--- src/rtl/pong_engine_if.sv ---
`default_nettype none
// ============================================================================
// Module   : pong_engine_if
// Brief    : Video-timing, button and pixel-output bundle for the game-object
//            stage. The master side drives timing/buttons, the engine (slave)
//            returns colour, miss count and the frame tick.
// Revision : 1.0 - initial release
// ============================================================================
interface pong_engine_if;
    logic [9:0] h_count;
    logic [9:0] v_count;
    logic [9:0] x_loc;
    logic [9:0] y_loc;
    logic       video_on;
    logic       btn_up;
    logic       btn_dn;
    logic       btn_serve;
    logic [3:0] red;
    logic [3:0] green;
    logic [3:0] blue;
    logic [3:0] miss_count;
    logic       frame_tick;

    modport master (
        output h_count, v_count, x_loc, y_loc, video_on,
        output btn_up, btn_dn, btn_serve,
        input  red, green, blue, miss_count, frame_tick
    );

    modport slave (
        input  h_count, v_count, x_loc, y_loc, video_on,
        input  btn_up, btn_dn, btn_serve,
        output red, green, blue, miss_count, frame_tick
    );
endinterface
`default_nettype wire

--- src/rtl/pong_engine.sv ---
`default_nettype none
// ============================================================================
// Module   : pong_engine
// Brief    : Ball/paddle game stage. Synchronises the buttons, keeps ball and
//            paddle state (updated once per frame in vertical blanking), runs
//            the serve/run/miss FSM and renders the registered 4-bit RGB pixel.
// Revision : 1.0 - initial release
// ============================================================================
module pong_engine #(
    parameter int H_ACTIVE    = 640,
    parameter int V_ACTIVE    = 480,
    parameter int BALL_SIZE   = 8,
    parameter int PADDLE_X    = 16,
    parameter int PADDLE_W    = 8,
    parameter int PADDLE_H    = 64,
    parameter int BALL_SPEED  = 2,
    parameter int PADDLE_STEP = 4,
    parameter int MISS_HOLD   = 60
) (
    input  logic         clk,
    input  logic         rst_n,
    pong_engine_if.slave bus
);

    // FSM encoding
    localparam logic [1:0] c_st_serve = 2'd0;
    localparam logic [1:0] c_st_run   = 2'd1;
    localparam logic [1:0] c_st_miss  = 2'd2;

    // All geometry is evaluated in 11 bits so sums never wrap
    localparam logic [10:0] c_h_active   = 11'(H_ACTIVE);
    localparam logic [10:0] c_v_active   = 11'(V_ACTIVE);
    localparam logic [10:0] c_size       = 11'(BALL_SIZE);
    localparam logic [10:0] c_speed      = 11'(BALL_SPEED);
    localparam logic [10:0] c_step       = 11'(PADDLE_STEP);
    localparam logic [10:0] c_paddle_x   = 11'(PADDLE_X);
    localparam logic [10:0] c_paddle_r   = 11'(PADDLE_X + PADDLE_W);
    localparam logic [10:0] c_paddle_h   = 11'(PADDLE_H);
    localparam logic [10:0] c_paddle_max = 11'(V_ACTIVE - PADDLE_H);
    localparam logic [10:0] c_border     = 11'd4;
    localparam logic [9:0]  c_ball_x0    = 10'((H_ACTIVE - BALL_SIZE) / 2);
    localparam logic [9:0]  c_ball_y0    = 10'((V_ACTIVE - BALL_SIZE) / 2);
    localparam logic [9:0]  c_paddle_y0  = 10'((V_ACTIVE - PADDLE_H) / 2);
    localparam logic [9:0]  c_tick_line  = 10'(V_ACTIVE);

    localparam int                  c_hold_w   = $clog2(MISS_HOLD + 1);
    localparam logic [c_hold_w-1:0] c_hold_ld  = c_hold_w'(MISS_HOLD);
    localparam logic [c_hold_w-1:0] c_hold_one = c_hold_w'(1);

    logic [1:0]          r_up_sync;
    logic [1:0]          r_dn_sync;
    logic [1:0]          r_srv_sync;
    logic                r_srv_prev;
    logic                r_frame_tick;
    logic [9:0]          r_ball_x;
    logic [9:0]          r_ball_y;
    logic                r_dir_right;
    logic                r_dir_down;
    logic [9:0]          r_paddle_y;
    logic [1:0]          r_state;
    logic [c_hold_w-1:0] r_hold;
    logic [3:0]          r_miss_count;
    logic [11:0]         r_rgb;

    logic        w_up;
    logic        w_dn;
    logic        w_serve_edge;
    logic [10:0] w_ball_x;
    logic [10:0] w_ball_y;
    logic [10:0] w_paddle;
    logic [10:0] w_paddle_next;
    logic [10:0] w_next_x;
    logic [10:0] w_next_y;
    logic        w_next_right;
    logic        w_next_down;
    logic        w_hit;
    logic        w_miss;
    logic [10:0] w_px;
    logic [10:0] w_py;
    logic        w_in_ball;
    logic        w_in_paddle;
    logic        w_in_border;
    logic [11:0] w_rgb;
    logic        w_unused_msb;

    assign w_up         = r_up_sync[1];
    assign w_dn         = r_dn_sync[1];
    assign w_serve_edge = r_srv_sync[1] & ~r_srv_prev;
    assign w_ball_x     = {1'b0, r_ball_x};
    assign w_ball_y     = {1'b0, r_ball_y};
    assign w_paddle     = {1'b0, r_paddle_y};
    assign w_px         = {1'b0, bus.x_loc};
    assign w_py         = {1'b0, bus.y_loc};
    assign w_unused_msb = ^{w_next_x[10], w_next_y[10], w_paddle_next[10]};

    // Two-flop synchronisers for the asynchronous buttons, plus serve edge history
    always_ff @(posedge clk or negedge rst_n) begin
        if (!rst_n) begin
            r_up_sync  <= 2'b00;
            r_dn_sync  <= 2'b00;
            r_srv_sync <= 2'b00;
            r_srv_prev <= 1'b0;
        end else begin
            r_up_sync  <= {r_up_sync[0], bus.btn_up};
            r_dn_sync  <= {r_dn_sync[0], bus.btn_dn};
            r_srv_sync <= {r_srv_sync[0], bus.btn_serve};
            r_srv_prev <= r_srv_sync[1];
        end
    end

    // Frame tick lands in vertical blanking, the cycle after the first blank line starts
    always_ff @(posedge clk or negedge rst_n) begin
        if (!rst_n) begin
            r_frame_tick <= 1'b0;
        end else begin
            r_frame_tick <= (bus.h_count == 10'd0) && (bus.v_count == c_tick_line);
        end
    end

    // Paddle target: one step per frame, clamped to the visible height
    always_comb begin
        w_paddle_next = w_paddle;
        if (w_up && !w_dn) begin
            w_paddle_next = (w_paddle <= c_step) ? 11'd0 : (w_paddle - c_step);
        end else if (w_dn && !w_up) begin
            w_paddle_next = (w_paddle + c_step >= c_paddle_max) ? c_paddle_max
                                                                : (w_paddle + c_step);
        end
    end

    // Candidate ball step: wall bounces, paddle return or miss detection
    always_comb begin
        w_next_x     = w_ball_x;
        w_next_y     = w_ball_y;
        w_next_right = r_dir_right;
        w_next_down  = r_dir_down;
        w_hit        = 1'b0;
        w_miss       = 1'b0;

        if (r_dir_down) begin
            if (w_ball_y + c_size + c_speed >= c_v_active) begin
                w_next_y    = c_v_active - c_size;
                w_next_down = 1'b0;
            end else begin
                w_next_y = w_ball_y + c_speed;
            end
        end else begin
            if (w_ball_y <= c_speed) begin
                w_next_y    = 11'd0;
                w_next_down = 1'b1;
            end else begin
                w_next_y = w_ball_y - c_speed;
            end
        end

        if (r_dir_right) begin
            if (w_ball_x + c_size + c_speed >= c_h_active) begin
                w_next_x     = c_h_active - c_size;
                w_next_right = 1'b0;
            end else begin
                w_next_x = w_ball_x + c_speed;
            end
        end else begin
            // Paddle face is crossed this frame while the ball overlaps it vertically
            w_hit = (w_ball_x >= c_paddle_r) && (w_ball_x < c_paddle_r + c_speed) &&
                    (w_ball_y + c_size > w_paddle) && (w_ball_y < w_paddle + c_paddle_h);
            if (w_hit) begin
                w_next_x     = c_paddle_r;
                w_next_right = 1'b1;
            end else if (w_ball_x <= c_speed) begin
                w_miss = 1'b1;
            end else begin
                w_next_x = w_ball_x - c_speed;
            end
        end
    end

    // Game state: paddle every frame, ball per FSM state
    always_ff @(posedge clk or negedge rst_n) begin
        if (!rst_n) begin
            r_paddle_y   <= c_paddle_y0;
            r_ball_x     <= c_ball_x0;
            r_ball_y     <= c_ball_y0;
            r_dir_right  <= 1'b1;
            r_dir_down   <= 1'b1;
            r_state      <= c_st_serve;
            r_hold       <= '0;
            r_miss_count <= 4'd0;
        end else begin
            if (r_frame_tick) begin
                r_paddle_y <= w_paddle_next[9:0];
            end
            case (r_state)
                c_st_serve: begin
                    if (w_serve_edge) begin
                        r_state     <= c_st_run;
                        r_dir_right <= 1'b1;
                        r_dir_down  <= 1'b1;
                    end
                end
                c_st_run: begin
                    if (r_frame_tick) begin
                        if (w_miss) begin
                            // Ball freezes where it left the field
                            r_state <= c_st_miss;
                            r_hold  <= c_hold_ld;
                            if (r_miss_count != 4'hF) begin
                                r_miss_count <= r_miss_count + 4'd1;
                            end
                        end else begin
                            r_ball_x    <= w_next_x[9:0];
                            r_ball_y    <= w_next_y[9:0];
                            r_dir_right <= w_next_right;
                            r_dir_down  <= w_next_down;
                        end
                    end
                end
                c_st_miss: begin
                    if (r_frame_tick) begin
                        if (r_hold <= c_hold_one) begin
                            r_hold      <= '0;
                            r_ball_x    <= c_ball_x0;
                            r_ball_y    <= c_ball_y0;
                            r_dir_right <= 1'b1;
                            r_dir_down  <= 1'b1;
                            r_state     <= c_st_serve;
                        end else begin
                            r_hold <= r_hold - c_hold_one;
                        end
                    end
                end
                default: r_state <= c_st_serve;
            endcase
        end
    end

    // Pixel colour by priority: blanking, ball, paddle, top/bottom border
    always_comb begin
        w_in_ball   = (w_px >= w_ball_x) && (w_px < w_ball_x + c_size) &&
                      (w_py >= w_ball_y) && (w_py < w_ball_y + c_size);
        w_in_paddle = (w_px >= c_paddle_x) && (w_px < c_paddle_r) &&
                      (w_py >= w_paddle) && (w_py < w_paddle + c_paddle_h);
        w_in_border = (w_py < c_border) || (w_py >= c_v_active - c_border);
        w_rgb       = 12'h000;
        if (!bus.video_on) begin
            w_rgb = 12'h000;
        end else if (w_in_ball) begin
            w_rgb = 12'hFFF;
        end else if (w_in_paddle) begin
            w_rgb = 12'h0F0;
        end else if (w_in_border) begin
            w_rgb = 12'h008;
        end
    end

    // One output register stage for the pixel colour
    always_ff @(posedge clk or negedge rst_n) begin
        if (!rst_n) begin
            r_rgb <= 12'h000;
        end else begin
            r_rgb <= w_rgb;
        end
    end

    assign bus.red        = r_rgb[11:8];
    assign bus.green      = r_rgb[7:4];
    assign bus.blue       = r_rgb[3:0];
    assign bus.miss_count = r_miss_count;
    assign bus.frame_tick = r_frame_tick;

endmodule
`default_nettype wire

--- src/flat_wrapper.sv ---
// flat-port wrapper written by rule: the top's interface ports become plain ports
module pong_engine_flat 
#(
    parameter int H_ACTIVE    = 640,
    parameter int V_ACTIVE    = 480,
    parameter int BALL_SIZE   = 8,
    parameter int PADDLE_X    = 16,
    parameter int PADDLE_W    = 8,
    parameter int PADDLE_H    = 64,
    parameter int BALL_SPEED  = 2,
    parameter int PADDLE_STEP = 4,
    parameter int MISS_HOLD   = 60
)
  (clk, rst_n, bus_h_count, bus_v_count, bus_x_loc, bus_y_loc, bus_video_on, bus_btn_up, bus_btn_dn, bus_btn_serve, bus_red, bus_green, bus_blue, bus_miss_count, bus_frame_tick);
  pong_engine_if bus_i ();
  input  logic clk;
  input  logic rst_n;
  input wire logic [$bits(bus_i.h_count)-1:0] bus_h_count;
  input wire logic [$bits(bus_i.v_count)-1:0] bus_v_count;
  input wire logic [$bits(bus_i.x_loc)-1:0] bus_x_loc;
  input wire logic [$bits(bus_i.y_loc)-1:0] bus_y_loc;
  input wire logic [$bits(bus_i.video_on)-1:0] bus_video_on;
  input wire logic [$bits(bus_i.btn_up)-1:0] bus_btn_up;
  input wire logic [$bits(bus_i.btn_dn)-1:0] bus_btn_dn;
  input wire logic [$bits(bus_i.btn_serve)-1:0] bus_btn_serve;
  output wire logic [$bits(bus_i.red)-1:0] bus_red;
  output wire logic [$bits(bus_i.green)-1:0] bus_green;
  output wire logic [$bits(bus_i.blue)-1:0] bus_blue;
  output wire logic [$bits(bus_i.miss_count)-1:0] bus_miss_count;
  output wire logic [$bits(bus_i.frame_tick)-1:0] bus_frame_tick;
  assign bus_i.h_count = bus_h_count;
  assign bus_i.v_count = bus_v_count;
  assign bus_i.x_loc = bus_x_loc;
  assign bus_i.y_loc = bus_y_loc;
  assign bus_i.video_on = bus_video_on;
  assign bus_i.btn_up = bus_btn_up;
  assign bus_i.btn_dn = bus_btn_dn;
  assign bus_i.btn_serve = bus_btn_serve;
  assign bus_red = bus_i.red;
  assign bus_green = bus_i.green;
  assign bus_blue = bus_i.blue;
  assign bus_miss_count = bus_i.miss_count;
  assign bus_frame_tick = bus_i.frame_tick;
  pong_engine #(.H_ACTIVE(H_ACTIVE), .V_ACTIVE(V_ACTIVE), .BALL_SIZE(BALL_SIZE), .PADDLE_X(PADDLE_X), .PADDLE_W(PADDLE_W), .PADDLE_H(PADDLE_H), .BALL_SPEED(BALL_SPEED), .PADDLE_STEP(PADDLE_STEP), .MISS_HOLD(MISS_HOLD)) u_core (.clk(clk), .rst_n(rst_n), .bus(bus_i));
endmodule
--- config.mk ---
export PLATFORM = sky130hd
export DESIGN_NAME = pong_engine_flat
export DESIGN_NICKNAME = d
export VERILOG_FILES = /design/src/rtl/pong_engine_if.sv /design/src/rtl/pong_engine.sv /design/src/flat_wrapper.sv
export SDC_FILE = /design/constraint.sdc
export NUM_CORES = 1
export LEC_CHECK = 0
export ABC_AREA = 1
export CAP_MARGIN = 20
export CORE_MARGIN = 2
export CORE_UTILIZATION = 50
export DETAILED_ROUTE_END_ITERATION = 6
export GPL_TIMING_DRIVEN = 0
export PLACE_DENSITY = 0.75
export SETUP_SLACK_MARGIN = 0.5
export SYNTH_ARGS = -nofsm -noshare
export SYNTH_HDL_FRONTEND = slang
export SYNTH_SLANG_ARGS = --single-unit
--- constraint.sdc ---
create_clock -name clk -period 2.7 [get_ports clk]
set_input_delay 0.54 -clock clk [delete_from_list [all_inputs] [get_ports clk]]
set_output_delay 0.54 -clock clk [all_outputs]
set_load 0.005 [all_outputs]
# Yosys cells after proc, flatten, opt, wreduce, memory -nomap -nowiden
# Index checks and enable logic that the tools add are counted.
# totals
ff_bits	64
out_inout_bits	17
word_cells	142
# op_classes
addsub	13
n_lt_le_gt_ge	21
eq_ne	11
n_mux	54
bitwise	2
reduce_logical	27
# op_table
cell	n
$mux 10	19
$lt 10x11->1	4
$pmux 10 s2	2
$mux 12	3
$ge 10x10->1	3
$mux 6	4
$add 10x4->11 const B	2
$add 11x2->11 const B	2
$ge 11x9->1 const B	2
$add 10x2->10 const B	2
$ge 10x5->1 const B	2
$le 10x2->1 const B	2
$lt 10x5->1 const B	2
$sub 10x2->10 const B	2
$mux 1	16
$logic_and 1x1->1	12
$pmux 6 s2	1
$reduce_and 6->1	2
$add 10x3->11 const B	1
$add 10x7->11 const B	1
$ge 11x10->1 const B	1
$gt 11x10->1	1
$eq 10x9->1 const B	1
$ge 10x9->1 const B	1
27 further kinds	40

# Longest topological paths before layout
# depth
depth_word	9
ltp_mapped	22
mapped_depth_nobuf	22

# Worst setup path after synthesis
# Ideal clock, no wire load.
# synth_timing
path_kind	register to register
startpoint	register u_core.r_ball_y[3]
endpoint	register u_core.r_ball_y[4]
arrival_ns	2.563
required_ns	2.579
slack_ns	0.016
path_stages_with_launch	21
n_path_buf	2
path_cell_list	dfstp_2 -> buf_2 -> inv_2 -> nor2_2 -> xor2_1 -> inv_1 -> ha_1 -> nand2_1 -> nor2_1 -> nand2_1 -> nand3_1 -> nand2_1 -> nand2_1 -> nand2_1 -> nand2_2 -> nand3_4 -> nand4_4 -> nand3_1 -> buf_6 -> nand2_1 -> o21ai_2
# synth_via
elab_chain_len	8
elab_cells_between_ends	20
# synth_lines
item	line_no	source
from (decl)	pong_engine.sv:56	logic [9:0] r_ball_y;
from (signal assigned)	pong_engine.sv:183	r_ball_y <= c_ball_y0;
from (signal assigned)	pong_engine.sv:212	r_ball_y <= w_next_y[9:0];
from (signal assigned)	pong_engine.sv:223	r_ball_y <= c_ball_y0;
$add 10x4->11	pong_engine.sv:141, pong_engine.sv:166	
$add 11x2->11 or $gt 11x10->1 (tied branches)	pong_engine.sv:141, pong_engine.sv:166	
$ge 11x9->1 or $logic_and 1x1->1 (tied branches)	pong_engine.sv:141, pong_engine.sv:165	
$mux 10 or $logic_and 1x1->1 (tied branches)	pong_engine.sv:141, pong_engine.sv:166	
$mux 10 or $mux 1 (tied branches)	pong_engine.sv:140, pong_engine.sv:167	
$mux 10 or $mux 1 (tied branches)	pong_engine.sv:203, pong_engine.sv:156	
$mux 10 or $ne 2x2->1 (tied branches)	--	
$pmux 10 s2 or $reduce_and 5->1 (tied branches)	--	
# Several ways; a longest one is shown, not always the timed one. The select of a mux whose other input is x is not followed.
# A chain may end at the register's enable or synchronous reset.

# Final worst setup path
# layout_timing
startpoint	register u_core.r_ball_y[3]
endpoint	register u_core.r_ball_x[7]
# layout_via
elab_chain_len	9
elab_cells_between_ends	15
# layout_lines
item	line_no	source
$add 10x4->11	pong_engine.sv:166	(w_ball_y + c_size > w_paddle) && (w_ball_y < w_paddle + c_paddle_h);
$gt 11x10->1	pong_engine.sv:166	
$logic_and 1x1->1	pong_engine.sv:165	w_hit = (w_ball_x >= c_paddle_r) && (w_ball_x < c_paddle_r + c_speed) &&
$logic_and 1x1->1 (*)	pong_engine.sv:166	
$mux 10	pong_engine.sv:167	if (w_hit) begin
$mux 10	pong_engine.sv:156	if (r_dir_right) begin
$mux 10	pong_engine.sv:203	if (w_miss) begin
$mux 10	pong_engine.sv:202	if (r_frame_tick) begin
$pmux 10 s2	pong_engine.sv:193	case (r_state)
to (signal assigned)	pong_engine.sv:182	r_ball_x <= c_ball_x0;
to (signal assigned)	pong_engine.sv:211	r_ball_x <= w_next_x[9:0];
to (signal assigned)	pong_engine.sv:222	r_ball_x <= c_ball_x0;
to (decl)	pong_engine.sv:55	logic [9:0] r_ball_x;
# Every way passes the cells marked *; elsewhere a longest branch is shown, timed or not. The select of a mux whose other input is x is not followed.

==> impl_metrics.tcl <==
set metrics [dict create \
    clk_pin_slew_ns 0.07 \
    status "complete, but fails checks" \
    cts_tree "done" \
    clk_latency_ns 0.29 \
    synth-seq-cells 51 \
    antenna_found_initial 0 \
    grt_pass1_wl_um 25100 \
    critPathBufInv 4 \
    synth_flop_cell "dfrtp_1" \
    gp_congestion 0.870 \
    fp.dieH_um 111 \
    grt_overflow 0 \
    ys_types 50 \
    postSynthCellCount 822 \
    syn_avg_cell_area_um2 7.00 \
    yosysWarnings 0 \
    reg2reg_setup_slack_ns -0.07 \
    p_per_area_mw_per_mm2 709 \
    maxCapViolCount 0 \
    htree_levels 2 \
    routed_wl_um 14900 \
    path_class "reg -> reg" \
    finalCritPeriodShare 1.03 \
    synth_area_mm2 0.00575 \
    num-nets-final 1049 \
    drt_iter0_markers 314 \
    whs_ns 0.244 \
    worstRegToRegCells 19 \
    required_ns 2.92 \
    crit_fanout 8 \
    fin_setup_tns_ns -0.629 \
    r2r-end "u_core.r_ball_x[7]" \
    skew_ns 0.00685 \
    worstSetupStartpoint "u_core.r_ball_y[3]" \
    yosysSeqAreaShare 0.225 \
    violations "setup timing" \
    dp_hpwl_um 11200 \
    routedWlPerCell_um 14.0 \
    dr.pass1.iters 6 \
    die_x_um 111 \
    initial_core_util 0.508 \
    fillers 1047 \
    hold_violations 0 \
    path_cells "buf_8 -> inv_8 -> nor2_4 -> xor2_2 -> inv_2 -> ha_4 -> nand2_2 -> nor2_2 -> nand2_1 -> nand3_1 -> nand2_1 -> nand2_1 -> nand2_1 -> nand2_2 -> nand3_4 -> nand4_4 -> nand3_4 -> buf_6 -> o21ai_2" \
    slew_violations 0 \
    grt_setup_unrepaired "yes" \
    fp.coreArea_mm2 0.0113 \
    crit_arrival_ns 2.99 \
    drcViolationCount 0 \
    max-vdd-ir-drop_uv 402 \
    crit_slowest_cell "dfstp_2" \
    crit_end "u_core.r_ball_x[7]" \
    numCtsBuffers 5 \
    final-setup-viol-count 25 \
    finalCriticalPeriod_ns 2.77 \
    yosysMostFrequentCell "nand2_1" \
    n_antenna_cell 0 \
    synth_edf_count 0 \
    vias 5715 \
    startpoint_type "register" \
    fp-row-count 39 \
    ant_nets 0 \
    ioPinCount 63 \
    slew_headroom 0.541 \
    yosysTopAreaCell "ha_1" \
    cts_buffer_depth 2 \
    syn_nets 952 \
    synth_top_area_share 0.183 \
    fmax_mhz 361 \
    tightest_slew_ns 0.680 \
    async_reset_ff_frac 1.00 \
    cp_num_cells 19 \
    syn2layout_area_growth_pct 25.9 \
    grt_pass1_vias 5455 \
    io_buffers 60 \
    grt_max_degree 30 \
    layout-drive-gt1-share 0.183 \
    power_leakage_nw 3.47 \
    critPathTopFamily "simple AND/OR/NAND/NOR gates" \
    end_kind "register" \
    grt_usage 0.243 \
    cpMostUsedCell "nand2_1" \
    via_per_inst 5.38 \
    root_buffer "clkbuf_16" \
    synthTopCellsByCount "nand2_1, ha_1, inv_1" \
    r2r_start "u_core.r_ball_y[3]" \
    cts_sinks 51 \
    critical_path.max_stage_delay_ns 0.60 \
    dieArea_mm2 0.0124 \
    fin_util 0.640 \
    setup_slack_ns -0.0696 \
    yosys-top-cells-area "ha_1, dfrtp_1, nand2_1" \
    min_path_type "in -> async" \
]
worst register-to-register path, delay by kind of cell (launching register included):
kind	cells	cell delay (ns)
buffers and inverters	4	0.47
AO/OA/AOI/OAI	1	0.14
XOR/XNOR	1	0.20
AND/OR/NAND/NOR	12	1.02
adder cells (fa/ha/maj)	1	0.27
flip-flops	1	0.60
layout make-up:
cell class	count	area, µm²	area share
plain buffers	26	224	0.0309
repair buffers	89	833	0.115
clock inverters	2	12.5	0.00173
inverters	94	375	0.0518
well taps	143	179	0.0247
flip-flops and latches	51	1300	0.179
multi-input cells	652	4190	0.579
clock buffers	6	129	0.0178
flip-flops by register name, summed over array words and instances, names as in the netlist:
name / cells
u_core.r_paddle_y: 8
u_core.r_state: 2
u_core.r_srv_prev: 1
u_core.r_dn_sync: 2
u_core.r_rgb: 3
u_core.r_up_sync: 2
u_core.r_dir_down: 1
u_core.r_srv_sync: 2
u_core.r_ball_y: 9
u_core.r_hold: 6
u_core.r_dir_right: 1
u_core.r_ball_x: 9
u_core.bus.miss_count: 4
u_core.bus.frame_tick: 1
metrics by stage:
| step | instance area, µm² | cells | power [W] | setup slack, ns |
|---|---|---|---|---|
| after CTS | 7070 | 1052 | 0.00488 | -0.0592 |
| after global placement | 6560 | 1025 | 0.00386 | -0.536 |
| after floorplan | 5780 | 822 | 0.00323 | 0.142 |
| final | 7240 | 1063 | 0.00514 | -0.0696 |
| after global routing | 7240 | 1063 | 0.00563 | -0.277 |
| after detailed placement | 6580 | 1026 | 0.00392 | -0.375 |
cell usage in the layout, fill, tap and decap left out, drive strengths merged, types with 14 or more instances in the layout:
cell | Yosys | layout
a21oi | 40 | 40
buf | 23 | 53
clkdlybuf4s50 | 0 | 59
dfrtp | 36 | 36
dfstp | 15 | 15
ha | 84 | 84
inv | 89 | 89
nand2 | 225 | 226
nand3 | 66 | 66
nand4 | 18 | 18
nor2 | 78 | 78
nor3 | 14 | 14
o21ai | 47 | 47
xor2 | 26 | 26
per-layer routing:
layer,part of all wire,global-route usage
met1,0.44,0.301
met2,0.50,0.436
met5,0,0
met3,0.046,0.0372
met4,0.021,0.0700
how the worst min path moves through the flow:
stage	from	to	slack, ns	depth (start not counted)
6_report	rst_n	u_core.r_paddle_y[8]	0.24	1
5_1_grt	rst_n	u_core.r_paddle_y[8]	0.28	1
4_1_cts	rst_n	u_core.r_paddle_y[8]	0.26	1
3_5_place_dp	u_core.r_srv_sync[0]	u_core.r_srv_sync[1]	0.34	0
3_3_place_gp	u_core.r_dn_sync[0]	u_core.r_dn_sync[1]	0.33	0
2_1_floorplan	rst_n	u_core.bus.frame_tick	0.24	0
cells by family (layout without fill, tap and decap cells):
family                   Yosys count  after routing  synth area share
adder cells (fa/ha/maj)           84             84             0.183
flip-flops                        51             51             0.225
XOR/XNOR                          32             32            0.0487
AND/OR/NAND/NOR                  420            421             0.332
buffers and inverters            120            217            0.0940
AO/OA/AOI/OAI                    115            115             0.117
timing repair:
action | 4_1_cts | 5_1_grt
gates cloned | 3 | 0
hold buffers | 0 | 0
endpoints found under the setup margin | 43 | 39
buffers inserted | 15 | 11
resized for setup | 58 | 27
pin swaps | 10 | 17
report_power, final:
group	internal, W	total [W]	switching, W
sequential	0.000954	0.00115	0.000192
clock	0.000343	0.000624	0.000281
combinational	0.00138	0.00337	0.00198
total	0.00268	0.00514	0.00246
Power figures use the tool's default switching activity.
